File: src/rtl/addr_mode_decoder.sv
// addr_mode_decoder: 6502 opcode/operand collector with one-hot addressing-mode flags; optional ILLEGAL_TRAP_EN halts on cc=11 opcodes.
module addr_mode_decoder #(
  parameter logic [7:0] RESET_INSTR = 8'h00
) (
  input  logic        clk,
  input  logic        rst,
  input  logic        flush,
  input  logic        in_valid,
  input  logic [7:0]  in_data,
  output logic        in_ready,
  output logic [7:0]  instruction,
  output logic [15:0] operand,
  output logic [1:0]  num_bytes,
  output logic        newinst,
  output logic        immediate,
  output logic        absolute,
  output logic        zpg_absolute,
  output logic        implied,
  output logic        accumulator,
  output logic        abs_indexed_x,
  output logic        abs_indexed_y,
  output logic        zpg_indexed_x,
  output logic        zpg_indexed_y,
  output logic        indirect,
  output logic        indirect_x,
  output logic        indirect_y,
  output logic        relative
`ifdef ILLEGAL_TRAP_EN
  ,
  output logic        illegal
`endif
);
  typedef enum logic [1:0] {S_OPCODE, S_OP_LO, S_OP_HI, S_EMIT} state_t;
  localparam logic [12:0] IMM = 13'h0001, ABS = 13'h0002, ZPG = 13'h0004, IMP = 13'h0008,
                          ACC = 13'h0010, ABX = 13'h0020, ABY = 13'h0040, ZPX = 13'h0080,
                          ZPY = 13'h0100, IND = 13'h0200, INX = 13'h0400, INY = 13'h0800,
                          REL = 13'h1000;
  localparam logic [12:0] ONE = IMM | ZPG | ZPX | ZPY | INX | INY | REL;
  localparam logic [12:0] TWO = ABS | ABX | ABY | IND;
  state_t state, state_n;
  logic [12:0] dm, mode_r, mode;
  logic [1:0] dc, cnt_r;
  logic [7:0] op_r, lo_r;
  logic [2:0] aaa, bbb;
  logic xfer, load, halt;
  assign aaa = in_data[7:5];
  assign bbb = in_data[4:2];
  always_comb begin
    dm = '0;
    case (in_data[1:0])
      2'b01:
        case (bbb)
          3'd0: dm = INX;
          3'd1: dm = ZPG;
          3'd2: dm = IMM;
          3'd3: dm = ABS;
          3'd4: dm = INY;
          3'd5: dm = ZPX;
          3'd6: dm = ABY;
          default: dm = ABX;
        endcase
      2'b10:
        case (bbb)
          3'd0: dm = IMM;
          3'd1: dm = ZPG;
          3'd2: dm = aaa[2] ? IMP : ACC;
          3'd3: dm = ABS;
          3'd5: dm = (aaa[2:1] == 2'b10) ? ZPY : ZPX;
          3'd7: dm = (aaa == 3'b101) ? ABY : ABX;
          default: dm = IMP;
        endcase
      2'b00:
        case (bbb)
          3'd0: dm = aaa[2] ? IMM : (aaa == 3'b001) ? ABS : IMP;
          3'd1: dm = ZPG;
          3'd3: dm = (aaa == 3'b011) ? IND : ABS;
          3'd4: dm = REL;
          3'd5: dm = ZPX;
          3'd7: dm = ABX;
          default: dm = IMP;
        endcase
      default: dm = '0;
    endcase
  end
  assign dc = |(dm & ONE) ? 2'd1 : |(dm & TWO) ? 2'd2 : 2'd0;
  assign in_ready = !flush && !halt && state != S_EMIT;
  assign newinst = state == S_EMIT && !flush;
  assign xfer = in_valid && in_ready;
  always_comb begin
    state_n = state;
    if (flush || state == S_EMIT) state_n = S_OPCODE;
    else if (xfer)
      state_n = (state == S_OPCODE) ? (dc != 2'd0 ? S_OP_LO : S_EMIT) :
                (state == S_OP_LO) ? (cnt_r == 2'd2 ? S_OP_HI : S_EMIT) : S_EMIT;
  end
  assign load = xfer && state_n == S_EMIT;
  always_ff @(posedge clk or posedge rst) begin
    if (rst) begin
      state <= S_OPCODE;
      op_r <= 8'h00;
      lo_r <= 8'h00;
      mode_r <= '0;
      cnt_r <= 2'd0;
      instruction <= RESET_INSTR;
      operand <= 16'h0000;
      num_bytes <= 2'd0;
      mode <= '0;
    end else begin
      state <= state_n;
      if (xfer && state == S_OPCODE) begin
        op_r <= in_data;
        mode_r <= dm;
        cnt_r <= dc;
      end
      if (xfer && state == S_OP_LO) lo_r <= in_data;
      // Outputs move only on the edge entering S_EMIT, merging the final byte in flight.
      if (load) begin
        instruction <= (state == S_OPCODE) ? in_data : op_r;
        mode <= (state == S_OPCODE) ? dm : mode_r;
        num_bytes <= (state == S_OPCODE) ? dc : cnt_r;
        operand <= (state == S_OP_HI) ? {in_data, lo_r} :
                   (state == S_OP_LO) ? {8'h00, in_data} : 16'h0000;
      end
    end
  end
`ifdef ILLEGAL_TRAP_EN
  always_ff @(posedge clk or posedge rst) begin
    if (rst) illegal <= 1'b0;
    else if (load && state == S_OPCODE && in_data[1:0] == 2'b11) illegal <= 1'b1;
  end
  assign halt = illegal;
`else
  assign halt = 1'b0;
`endif
  assign {relative, indirect_y, indirect_x, indirect, zpg_indexed_y, zpg_indexed_x,
          abs_indexed_y, abs_indexed_x, accumulator, implied, zpg_absolute, absolute,
          immediate} = mode;
endmodule

File: config.mk
export PLATFORM = sky130hd
export DESIGN_NAME = addr_mode_decoder
export DESIGN_NICKNAME = d
export VERILOG_FILES = /design/src/rtl/addr_mode_decoder.sv
export SDC_FILE = /design/constraint.sdc
export NUM_CORES = 1
export LEC_CHECK = 0
export CELL_PAD_IN_SITES_DETAIL_PLACEMENT = 0
export CELL_PAD_IN_SITES_GLOBAL_PLACEMENT = 1
export CORE_ASPECT_RATIO = 1.2
export CORE_MARGIN = 8
export CORE_UTILIZATION = 45
export CTS_CLUSTER_SIZE = 24
export DETAILED_ROUTE_END_ITERATION = 6
export GPL_TIMING_DRIVEN = 1
export PLACE_DENSITY_LB_ADDON = 0.1
export SLEW_MARGIN = 10
export SYNTH_ARGS = -nofsm -noshare
export SYNTH_HDL_FRONTEND = slang
export SYNTH_SLANG_ARGS = --single-unit
export TNS_END_PERCENT = 100
File: constraint.sdc
create_clock -name clk -period 6.8 [get_ports clk]
set_input_delay 1.36 -clock clk [delete_from_list [all_inputs] [get_ports clk]]
set_output_delay 1.36 -clock clk [all_outputs]
set_load 0.02 [all_outputs]
# Word level (Yosys, flattened, before mapping)

Index checks and enable logic that the tools add are counted.

Register bits after elaboration: 72
Input bits: 12

Eq/ne operators: 19
Muxes and demuxes: 23
Reductions and logical operators: 14

Operator list:

| kind               | count |
|---|---|
| $pmux 12 s7        | 1 |
| $pmux 13 s6        | 1 |
| $pmux 9 s6         | 1 |
| $pmux 13 s3        | 1 |
| $mux 16            | 1 |
| $mux 8             | 2 |
| $eq 3x3->1 const B | 5 |
| $mux 2             | 7 |
| $mux 13            | 1 |
| $eq 2x2->1 const B | 6 |
| $mux 10            | 1 |
| $eq 3x2->1 const B | 3 |
| $mux 9             | 1 |
| $mux 4             | 2 |
| $mux 7             | 1 |
| $reduce_or 7->1    | 1 |
| $eq 3x1->1 const B | 2 |
| $logic_and 1x1->1  | 6 |
| $mux 5             | 1 |
| $eq 2x1->1 const B | 2 |
| $logic_not 2->1    | 2 |
| $reduce_or 4->1    | 1 |
| $logic_not 3->1    | 1 |
| $mux 1             | 2 |
| other kinds (4)    | 4 |

# Longest topological paths before layout

Gate-level depths: netlist (run 1).

Depth in word-level cells: 15
Depth in mapped cells: 8

# Least setup slack after synthesis (run 1)

OpenSTA, ideal clock, no wires.

Path type: in2reg
Start point: in in_data[0]
End point: reg operand[1]
Setup time: 125 ps
Arrival time: 2986 ps
Data required time: 6675 ps
Path slack: 3689 ps
Cell stages on the path: 7
Buffers on the path: 2
Cells stage by stage: buf_2 -> or3_4 -> nor4_4 -> nor3_2 -> o221ai_2 -> buf_6 -> mux2_2

Longest elaborated chain between the ends: 12

Ends and longest elaborated chain:

| element                                  | line | text |
|---|---|---|
| start: declaration                       | 9    | `input logic [7:0] in_data,` |
| $eq 2x2->1, or another cell as far along | 50   | `case (in_data[1:0])` |
| $pmux 13 s3 *                            | 50   |  |
| $reduce_or 4->1                          | 85   | `assign dc = \|(dm & ONE) ? 2'd1 : \|(dm & TWO) ? 2'd2 : 2'd0;` |
| $mux 2                                   | 85   |  |
| $mux 2 *                                 | 85   |  |
| $reduce_bool 2->1 *                      | 93   | `state_n = (state == S_OPCODE) ? (dc != 2'd0 ? S_OP_LO : S_EMIT) :` |
| $mux 2 * (2 in a row)                    | 93   |  |
| $mux 2 *                                 | 92   | `else if (xfer)` |
| $mux 2 *                                 | 91   | `if (flush \|\| state == S_EMIT) state_n = S_OPCODE;` |
| $eq 2x2->1 *                             | 96   | `assign load = xfer && state_n == S_EMIT;` |
| $logic_and 1x1->1 *                      | 96   |  |
| end signal: assignment                   | 121  | `operand <= (state == S_OP_HI) ? {in_data, lo_r} :` |
| end: declaration                         | 12   | `output logic [15:0] operand,` |

Mark *: on every way between the ends. The rest lies on a longest branch, timed or not.
A chain may end at the register's enable or synchronous reset.

# Worst setup path in the final report (run 1)

Start point: in in_data[2]
End point: reg operand[3]

Longest elaborated chain between the ends: 13

Ends and longest elaborated chain:

| element                                   | line | text |
|---|---|---|
| $eq 3x3->1, or another cell as far along  | 52   | `case (bbb)` |
| $pmux 12 s7, or another cell as far along | 52   |  |
| $pmux 13 s3 *                             | 50   |  |
| $reduce_or 4->1                           | 85   |  |
| $mux 2                                    | 85   |  |
| $mux 2 *                                  | 85   |  |
| $reduce_bool 2->1 *                       | 93   |  |
| $mux 2 * (2 in a row)                     | 93   |  |
| $mux 2 *                                  | 92   |  |
| $mux 2 *                                  | 91   |  |
| $eq 2x2->1 *                              | 96   |  |
| $logic_and 1x1->1 *                       | 96   |  |

Marked as above.

==> results of run 1 <==
-- layout make-up --
class / instances / area (sq um) / share of cell area
repair buffers: 55 / 543 / 0.135
flip-flops and latches: 72 / 1800 / 0.447
multi-input cells: 201 / 1390 / 0.345
clock buffers: 10 / 138 / 0.0342
clock inverters: 4 / 22.5 / 0.00559
inverters: 6 / 22.5 / 0.00559
well taps: 90 / 113 / 0.0280
-- stage by stage --
stage               cell area (sq um)   util
finish                           4030  0.557
floorplan                        3340      -
detailed placement               3870  0.535
global route                     4030  0.557
global placement                 3870  0.535
CTS                              4030  0.557
-- report_power, final --
part | internal, uW | total [uW] | switching (uW)
combinational | 161 | 334 | 173
clock | 136 | 283 | 146
sequential | 510 | 557 | 47.2
-- kinds of logic (layout without fill, tap and decap cells) --
logic type / Yosys count / after routing / synth area share
muxes: 23 / 23 / 0.0772
DFF: 72 / 72 / 0.540
and+or+nand+nor: 79 / 79 / 0.124
AOI/OAI and AO/OA: 99 / 99 / 0.214
buffers and inverters: 31 / 75 / 0.0439
-- worst min path at each step --
stage | start | end | slack [ns] | depth (start not counted)
floorplan | mode_r[3]$_DFFE_PP0P_ | mode_r[3]$_DFFE_PP0P_ | 0.44 | 2
global placement | mode_r[3]$_DFFE_PP0P_ | mode_r[3]$_DFFE_PP0P_ | 0.46 | 2
detailed placement | mode_r[12]$_DFFE_PP0P_ | mode_r[12]$_DFFE_PP0P_ | 0.47 | 2
CTS | mode_r[12]$_DFFE_PP0P_ | mode_r[12]$_DFFE_PP0P_ | 0.48 | 2
global route | mode_r[1]$_DFFE_PP0P_ | mode_r[1]$_DFFE_PP0P_ | 0.50 | 2
finish | mode_r[12]$_DFFE_PP0P_ | mode_r[12]$_DFFE_PP0P_ | 0.48 | 2
-- registers in the layout, indices dropped and copies added, names as in the netlist --
name,count
mode,13
cnt_r,2
mode_r,13
lo_r,8
operand,16
num_bytes,2
instruction,8
op_r,8
state,2
-- per-layer routing --
| layer | wire, um | vias up |
|---|---|---|
| met5 | 0 | - |
| met4 | 137 | 0 |
| met3 | 419 | 12 |
| met2 | 3940 | 61 |
| met1 | 3670 | 1224 |
| li1 | - | 1198 |
-- Yosys cell counts, drive strengths merged, types with 3 or more instances --
library cell	number	area (sq um)
a22oi	10	75.1
o2bb2ai	9	78.8
nor2	11	41.3
nor2b	7	43.8
a32o	5	50.1
buf	10	67.6
nor4	4	46.3
or3	3	23.8
nand3	5	25.0
dfrtp	72	1800
nor3	4	25.0
o21ai	34	170
mux2	22	248
a22o	21	184
a21oi	5	25.0
nand2	32	120
nand2b	4	25.0
inv	6	22.5
clkbuf	15	56.3
-- layout by cell type, fill, tap and decap left out, drive strengths merged, types with 6 or more instances in the layout --
cell type and count:
a22oi 10, o2bb2ai 9, nor2b 7, clkdlybuf4s50 52, nand2 32, mux2 22
inv 6, a22o 21, o21ai 34, clkbuf 10, nor2 11, dfrtp 72
-- worst max-delay path, cell delays in order --
cell	delay [ns]
clkdlybuf4s50_1	0.95
nand2_1	0.21
a2111oi_2	0.51
nor3_2	0.14
o221ai_2	0.66
buf_4	0.42
mux2_2	0.37
==> impl_metrics.py, run 1 <==
metrics = {
    "flow_run": {
        "maxCapViolations": 0,
    },
    "route": {
        "postRouteAntennaNets": 0,
        "viasPerCell": 5.70,
        "first_iter_violations": 199,
        "avgRoutedWirePerCell_um": 18.6,
        "vias": 2495,
        "wl_um": 8160,
        "drc": 0,
        "drtPass1Iterations": 4,
    },
    "synthesis": {
        "synth_nets": 316,
        "netlist_area_sq_um": 3340,
        "yosysUniqueCellTypes": 47,
        "syn_avg_cell_area_sq_um": 11.0,
        "synthCells": 304,
        "async_reset_ff_frac": 1.00,
        "ys.flop_type": "dfrtp_1",
        "synth_edf_count": 0,
        "yosysSeqAreaShare": 0.540,
        "yosys_warnings": 0,
        "synth-seq-cells": 72,
    },
    "final_layout": {
        "fin_cells": 438,
        "drive_gt1_frac": 0.135,
        "final_nets": 357,
        "fill_cells": 671,
        "syn_to_final_growth_pct": 20.7,
        "num_antenna_cells": 0,
    },
    "global_routing": {
        "grt_usage": 0.168,
        "grt_pass1_vias": 2536,
        "gr-usage-met3": 0.0332,
        "grt_max_degree": 73,
        "globalRouteMet2Util": 0.263,
        "busiest_layer": "met2",
        "grt_pass1_wl_um": 13500,
        "grt-ovfl-total": 0,
        "antenna_found_initial": 0,
        "met1_usage": 0.219,
    },
    "sta": {
        "skew_ns": 0.0113,
        "finalHoldWorstSlack_ns": 0.479,
        "setup_viol": 0,
        "period_share": 0.648,
        "rsz0062_at_grt": "false",
        "max_freq_mhz": 227,
        "hold_viol": 0,
        "slew_headroom": 0.379,
        "finalSetupTns_ns": 0,
        "setup_slack_ns": 2.39,
        "period_needed_ns": 4.41,
        "tightest_slew_ns": 0.924,
        "slew_violations": 0,
    },
    "die": {
        "io_pins": 53,
        "fp.dieH_um": 110,
        "num_rows": 34,
        "dieArea_sq_um": 10400,
        "die_w_um": 94.6,
        "design.core.area_sq_um": 7230,
        "initial_utilization": 0.461,
    },
    "pwr": {
        "leakage_uw": 0.00168,
        "ir_worst_vdd_uv": 157,
        "power_uw": 1170,
        "p_per_area_nw_per_um2": 291,
    },
    "setup_path": {
        "reg2reg_from": "state[0]$_DFF_PP0_",
        "crit_end": "operand[3]$_DFFE_PP0P_",
        "worstPathArrival_ns": 4.63,
        "cp.required_ns": 7.02,
        "critical_path_class": "in2reg",
        "r2r_end": "operand[3]$_DFFE_PP0P_",
        "r2r.worst_path.cells": 4,
        "crit_fanout": 24,
        "endpoint_kind": "register",
        "timing.critical_path.from": "in_data[2]",
        "regToRegSetupSlack_ns": 4.05,
        "cp-start-kind": "primary input",
    },
    "place": {
        "dp.cells": 424,
        "dp_slack_ns": 2.02,
        "port_buffers": 52,
        "globalplace.congestion": 0.798,
        "place_hpwl_um": 5500,
    },
    "clock_tree": {
        "cts-root-buf": "clkbuf_8",
        "cts_tree": "yes",
        "cts_hold_buf": 0,
        "cts_sinks": 72,
        "cts.clk_slew.worst_paths_ns": 0.07,
        "clockBufferDepth": 2,
        "insertion_delay_ns": 0.34,
        "h-tree-depth": 3,
        "postCtsSetupRepairBufs": 0,
        "post_cts_resize_count": 0,
        "cts_buffers": 9,
    },
    "outcome": {
        "status": "finished, final reports clean",
    },
    "min_path": {
        "hold_class": "reg2reg",
    },
}
(Power assumes the default switching activity.)
==> run 2, diff against run 1 <==
CORE_UTILIZATION = 42   (was 45)
clock period = 4.2 ns   (was 6.8 ns; I/O delays follow)
==> run 2 against run 1 <==
Compared with the run above:
- critical path depth unchanged
- cell count up 2.7%
- core utilization down 1.7 points
- wire length up 1.5%
- combinational power up 66%
- critical path type unchanged
- clock-buffer cell count up 1
- sequential power up 61%
- first-iteration DRC count down 34%
- worst hold slack better by 0.0028 ns
- setup slack worse by 1.4 ns
- clock skew down 0.0026 ns
- via count up 1.0%
==> impl_metrics.py, run 2 (synthesis gave the netlist of run 1 again) <==
metrics = {
    "route": {
        "first_iter_violations": 131,
        "drtPass1Iterations": 4,
        "vias": 2520,
        "viasPerCell": 5.60,
        "wl_um": 8280,
        "drc": 0,
        "avgRoutedWirePerCell_um": 18.4,
        "postRouteAntennaNets": 0,
    },
    "sta": {
        "period_needed_ns": 3.16,
        "finalHoldWorstSlack_ns": 0.482,
        "hold_viol": 0,
        "slew_violations": 0,
        "slew_headroom": 0.312,
        "finalSetupTns_ns": 0,
        "period_share": 0.752,
        "setup_viol": 0,
        "skew_ns": 0.00866,
        "max_freq_mhz": 316,
        "tightest_slew_ns": 1.03,
        "rsz0062_at_grt": "false",
    },
    "final_layout": {
        "drive_gt1_frac": 0.159,
        "fin_cells": 450,
        "mostFrequentLayoutCell": "dfrtp_1",
        "top_register": "operand",
        "final_cell_mix": "dfrtp_1, clkdlybuf4s50_1, o21ai_0",
        "largest_reg_flops": 16,
        "num_antenna_cells": 0,
        "regArea_sq_um": 1800,
        "syn_to_final_growth_pct": 24.7,
        "reg_top3": "operand x16, mode x13, mode_r x13",
        "fill_cells": 703,
        "final_nets": 365,
        "multi_input_area_sq_um": 1390,
    },
    "global_routing": {
        "grt_pass1_wl_um": 13900,
        "antenna_found_initial": 0,
        "gr-usage-met3": 0.0423,
        "grt-ovfl-total": 0,
        "grt_pass1_vias": 2697,
        "met1_usage": 0.201,
        "grt_max_degree": 39,
        "grt_usage": 0.154,
        "globalRouteMet2Util": 0.241,
        "busiest_layer": "met2",
    },
    "clock_tree": {
        "postCtsSetupRepairBufs": 0,
        "insertion_delay_ns": 0.34,
        "cts_tree": "yes",
        "clockBufferDepth": 2,
        "post_cts_resize_count": 0,
        "h-tree-depth": 3,
        "cts_sinks": 72,
        "cts_hold_buf": 0,
        "cts_buffers": 9,
        "cts-root-buf": "clkbuf_8",
        "cts.clk_slew.worst_paths_ns": 0.07,
    },
    "die": {
        "design.core.area_sq_um": 7710,
        "die_w_um": 97.4,
        "dieArea_sq_um": 11100,
        "num_rows": 35,
        "fp.dieH_um": 114,
        "initial_utilization": 0.433,
        "io_pins": 53,
    },
    "setup_path": {
        "cp.required_ns": 4.42,
        "critical_path_class": "in2reg",
        "path_cells": "clkdlybuf4s50_1, or3_4, nor4_4, nor3_2, o221ai_2, buf_12, mux2_2",
        "slowest_stage": "clkdlybuf4s50_1",
        "crit_fanout": 38,
        "cp-start-kind": "primary input",
        "max_stage_delay_ns": 0.72,
        "worstPathArrival_ns": 3.38,
        "endpoint_kind": "register",
    },
    "min_path": {
        "hold_class": "reg2reg",
    },
    "outcome": {
        "status": "finished, final reports clean",
    },
    "pwr": {
        "ir_worst_vdd_uv": 287,
        "p_per_area_nw_per_um2": 483,
        "leakage_uw": 0.00174,
        "power_uw": 2010,
    },
    "place": {
        "port_buffers": 52,
        "globalplace.congestion": 0.802,
        "place_hpwl_um": 5710,
        "dp.cells": 434,
    },
    "flow_run": {
        "maxCapViolations": 0,
    },
}
==> run 2: cell count changes in the layout (fill, tap and decap cells not counted), sizes merged <==
cell and change:
clkinv -1, bufinv +1, clkbuf +1, buf +8, clkinvlp +1
==> run 2: critical path: cells and delay by family <==
kind / cells / cell delay, ns
buffers and inverters: 2 / 0.97
AND/OR/NAND/NOR: 3 / 0.96
AO/OA/AOI/OAI: 1 / 0.23
multiplexers: 1 / 0.36
==> run 2: area by class of cell <==
cell class,count,share of cell area
Sequential cell,72,0.433
Tap cell,92,0.0277
Multi-Input combinational cell,201,0.334
Timing Repair Buffer,63,0.151
Inverter,6,0.00541
Clock buffer,11,0.0364
Clock inverter,5,0.0132
==> run 2: stage by stage <==
stage | setup slack, ns | utilization | area [sq um]
4_1_cts | 1.06 | 0.540 | 4160
3_5_place_dp | 0.697 | 0.513 | 3960
2_1_floorplan | 1.54 | - | 3340
6_report | 1.04 | 0.540 | 4160
5_1_grt | 0.915 | 0.540 | 4160
3_3_place_gp | 0.778 | 0.513 | 3960
==> run 2: routing by layer <==
layer,vias up,routed length (um)
met5,-,0
met4,0,89
met3,8,315
met2,43,3880
met1,1250,4000
li1,1219,-
==> run 2: power by group <==
group          internal [uW]  total [uW]  switching [uW]
Combinational            270         554             284
Sequential               825         897            72.8
Clock                    305         561             256
==> run 2: worst paths after layout <==
kind	start	end	slack (ns)	cells after the start
setup / recovery	in_data[1]	operand[6]$_DFFE_PP0P_	1.04	7
hold / removal	mode_r[3]$_DFFE_PP0P_	mode_r[3]$_DFFE_PP0P_	0.48	2
setup reg to reg	state[0]$_DFF_PP0_	mode_r[11]$_DFFE_PP0P_	1.56	4
hold reg to reg	mode_r[3]$_DFFE_PP0P_	mode_r[3]$_DFFE_PP0P_	0.48	2
max in group asynchronous	rst	operand[7]$_DFFE_PP0P_	2.58	3
min in group asynchronous	rst	instruction[4]$_DFFE_PP0P_	0.97	2
==> run 3, diff against run 2 <==
clock period = 3 ns   (was 4.2 ns; I/O delays follow)
==> run 3 against run 2 <==
Compared with the run above:
- non-clock buffer count up 18
- flip-flop and latch count unchanged
- clock-buffer cell count down 1
- clock power grew 50%
- critical path depth unchanged
- critical path type unchanged
- critical endpoint is now operand[7]$_DFFE_PP0P_
- largest power group unchanged
==> impl_metrics.py, run 3 (synthesis gave the netlist of run 1 again) <==
metrics = {
    "die": {
        "io_pins": 53,
        "die_w_um": 97.4,
        "initial_utilization": 0.433,
        "design.core.area_sq_um": 7710,
        "dieArea_sq_um": 11100,
        "fp.dieH_um": 114,
        "num_rows": 35,
    },
    "pwr": {
        "leakage_uw": 0.00183,
        "ir_worst_vdd_uv": 394,
        "p_per_area_nw_per_um2": 673,
    },
    "clock_tree": {
        "post_cts_resize_count": 0,
        "cts_hold_buf": 0,
        "insertion_delay_ns": 0.35,
        "cts_sinks": 72,
        "cts-root-buf": "clkbuf_8",
        "postCtsSetupRepairBufs": 0,
        "clockBufferDepth": 2,
        "h-tree-depth": 3,
        "cts_buffers": 9,
        "cts_tree": "yes",
        "cts.clk_slew.worst_paths_ns": 0.07,
    },
    "final_layout": {
        "reg_top3": "operand x16, mode x13, mode_r x13",
        "final_nets": 383,
        "final_cell_mix": "dfrtp_1, clkdlybuf4s50_1, o21ai_0",
        "fin_util": 0.558,
        "top_register": "operand",
        "num_antenna_cells": 0,
        "mostFrequentLayoutCell": "dfrtp_1",
        "multi_input_area_sq_um": 1390,
        "syn_to_final_growth_pct": 28.8,
        "regArea_sq_um": 1800,
        "drive_gt1_frac": 0.197,
        "design_area_sq_um": 4300,
        "largest_reg_flops": 16,
        "fill_cells": 711,
    },
    "flow_run": {
        "maxCapViolations": 0,
    },
    "setup_path": {
        "reg2reg_from": "state[0]$_DFF_PP0_",
        "cp-start-kind": "primary input",
        "crit_fanout": 18,
        "critical_path_class": "in2reg",
        "endpoint_kind": "register",
        "cp.required_ns": 3.23,
        "timing.critical_path.from": "in_data[1]",
        "worstPathArrival_ns": 2.95,
    },
    "sta": {
        "period_share": 0.905,
        "setup_viol": 0,
        "rsz0062_at_grt": "false",
        "hold_viol": 0,
        "period_needed_ns": 2.72,
        "tightest_slew_ns": 0.962,
        "slew_headroom": 0.353,
        "skew_ns": 0.00841,
        "slew_violations": 0,
        "max_freq_mhz": 368,
        "setup_slack_ns": 0.284,
    },
    "global_routing": {
        "grt-ovfl-total": 0,
        "antenna_found_initial": 0,
        "grt_usage": 0.159,
        "grt_pass1_wl_um": 14200,
        "grt_max_degree": 41,
        "grt_pass1_vias": 2715,
    },
    "place": {
        "dp_slack_ns": -0.0625,
        "place_hpwl_um": 6080,
        "place_area_sq_um": 4080,
        "globalplace.congestion": 0.853,
        "port_buffers": 52,
    },
    "route": {
        "wl_um": 8420,
        "avgRoutedWirePerCell_um": 18.0,
        "viasPerCell": 5.59,
        "drc": 0,
        "drtPass1Iterations": 4,
        "postRouteAntennaNets": 0,
        "first_iter_violations": 97,
        "vias": 2609,
    },
    "min_path": {
        "hold_path_startpoint": "mode_r[11]$_DFFE_PP0P_",
        "hold_class": "reg2reg",
    },
    "outcome": {
        "status": "finished, final reports clean",
    },
}
[run 3: changes by cell type in the layout (fill, tap and decap cells not counted)]
cell        before  now
bufinv_16        1    2
buf_4            9   28
clkinvlp_4       2    1
clkinv_2         2    1
clkbuf_8        11   10
buf_12           2    1
clkinv_4         0    1
[run 3: worst paths after layout]
path | end | depth (start not counted) | slack, ns
max | operand[7]$_DFFE_PP0P_ | 7 | 0.28
min | mode_r[11]$_DFFE_PP0P_ | 2 | 0.48
min reg2reg | mode_r[11]$_DFFE_PP0P_ | 2 | 0.48
max in group asynchronous | cnt_r[1]$_DFFE_PP0P_ | 3 | 1.97
min in group asynchronous | instruction[4]$_DFFE_PP0P_ | 3 | 0.66
max reg2reg | instruction[3]$_DFFE_PP0P_ | 4 | 0.62
[run 3: cell type report]
cell class | count | share of cell area
clock buffers | 10 | 0.0320
clock inverters | 5 | 0.0189
inverters | 6 | 0.00524
multi-input cells | 201 | 0.323
flip-flops and latches | 72 | 0.419
well taps | 92 | 0.0268
repair buffers | 81 | 0.175
[run 3: routing by layer]
layer / part of all wire / global-route usage
met1: 0.47 / 0.199
met2: 0.47 / 0.251
met3: 0.035 / 0.0381
met4: 0.017 / 0.0789
met5: 0 / 0
[run 3: metrics by stage]
step / instances / TNS [ns] / power [uW] / hold slack [ns]
after CTS: 467 / 0 / 2930 / 0.486
final: 467 / 0 / 2890 / 0.478
after detailed placement: 452 / -0.336 / 2080 / 0.470
after global routing: 467 / 0 / 3040 / 0.504
after global placement: 452 / 0 / 2070 / 0.455
after floorplan: 304 / 0 / 1720 / 0.443
[run 3: power by group]
group,internal (uW),switching (uW)
Combinational,393,401
Clock,486,355
Sequential,1150,104
Total,2030,860
[run 3: worst max-delay path: stages]
cell and delay (ns):
clkdlybuf4s50_1 0.59, or3_4 0.46, nor4_4 0.31, nor3_2 0.13
o221ai_2 0.29, buf_12 0.20, mux2_2 0.35
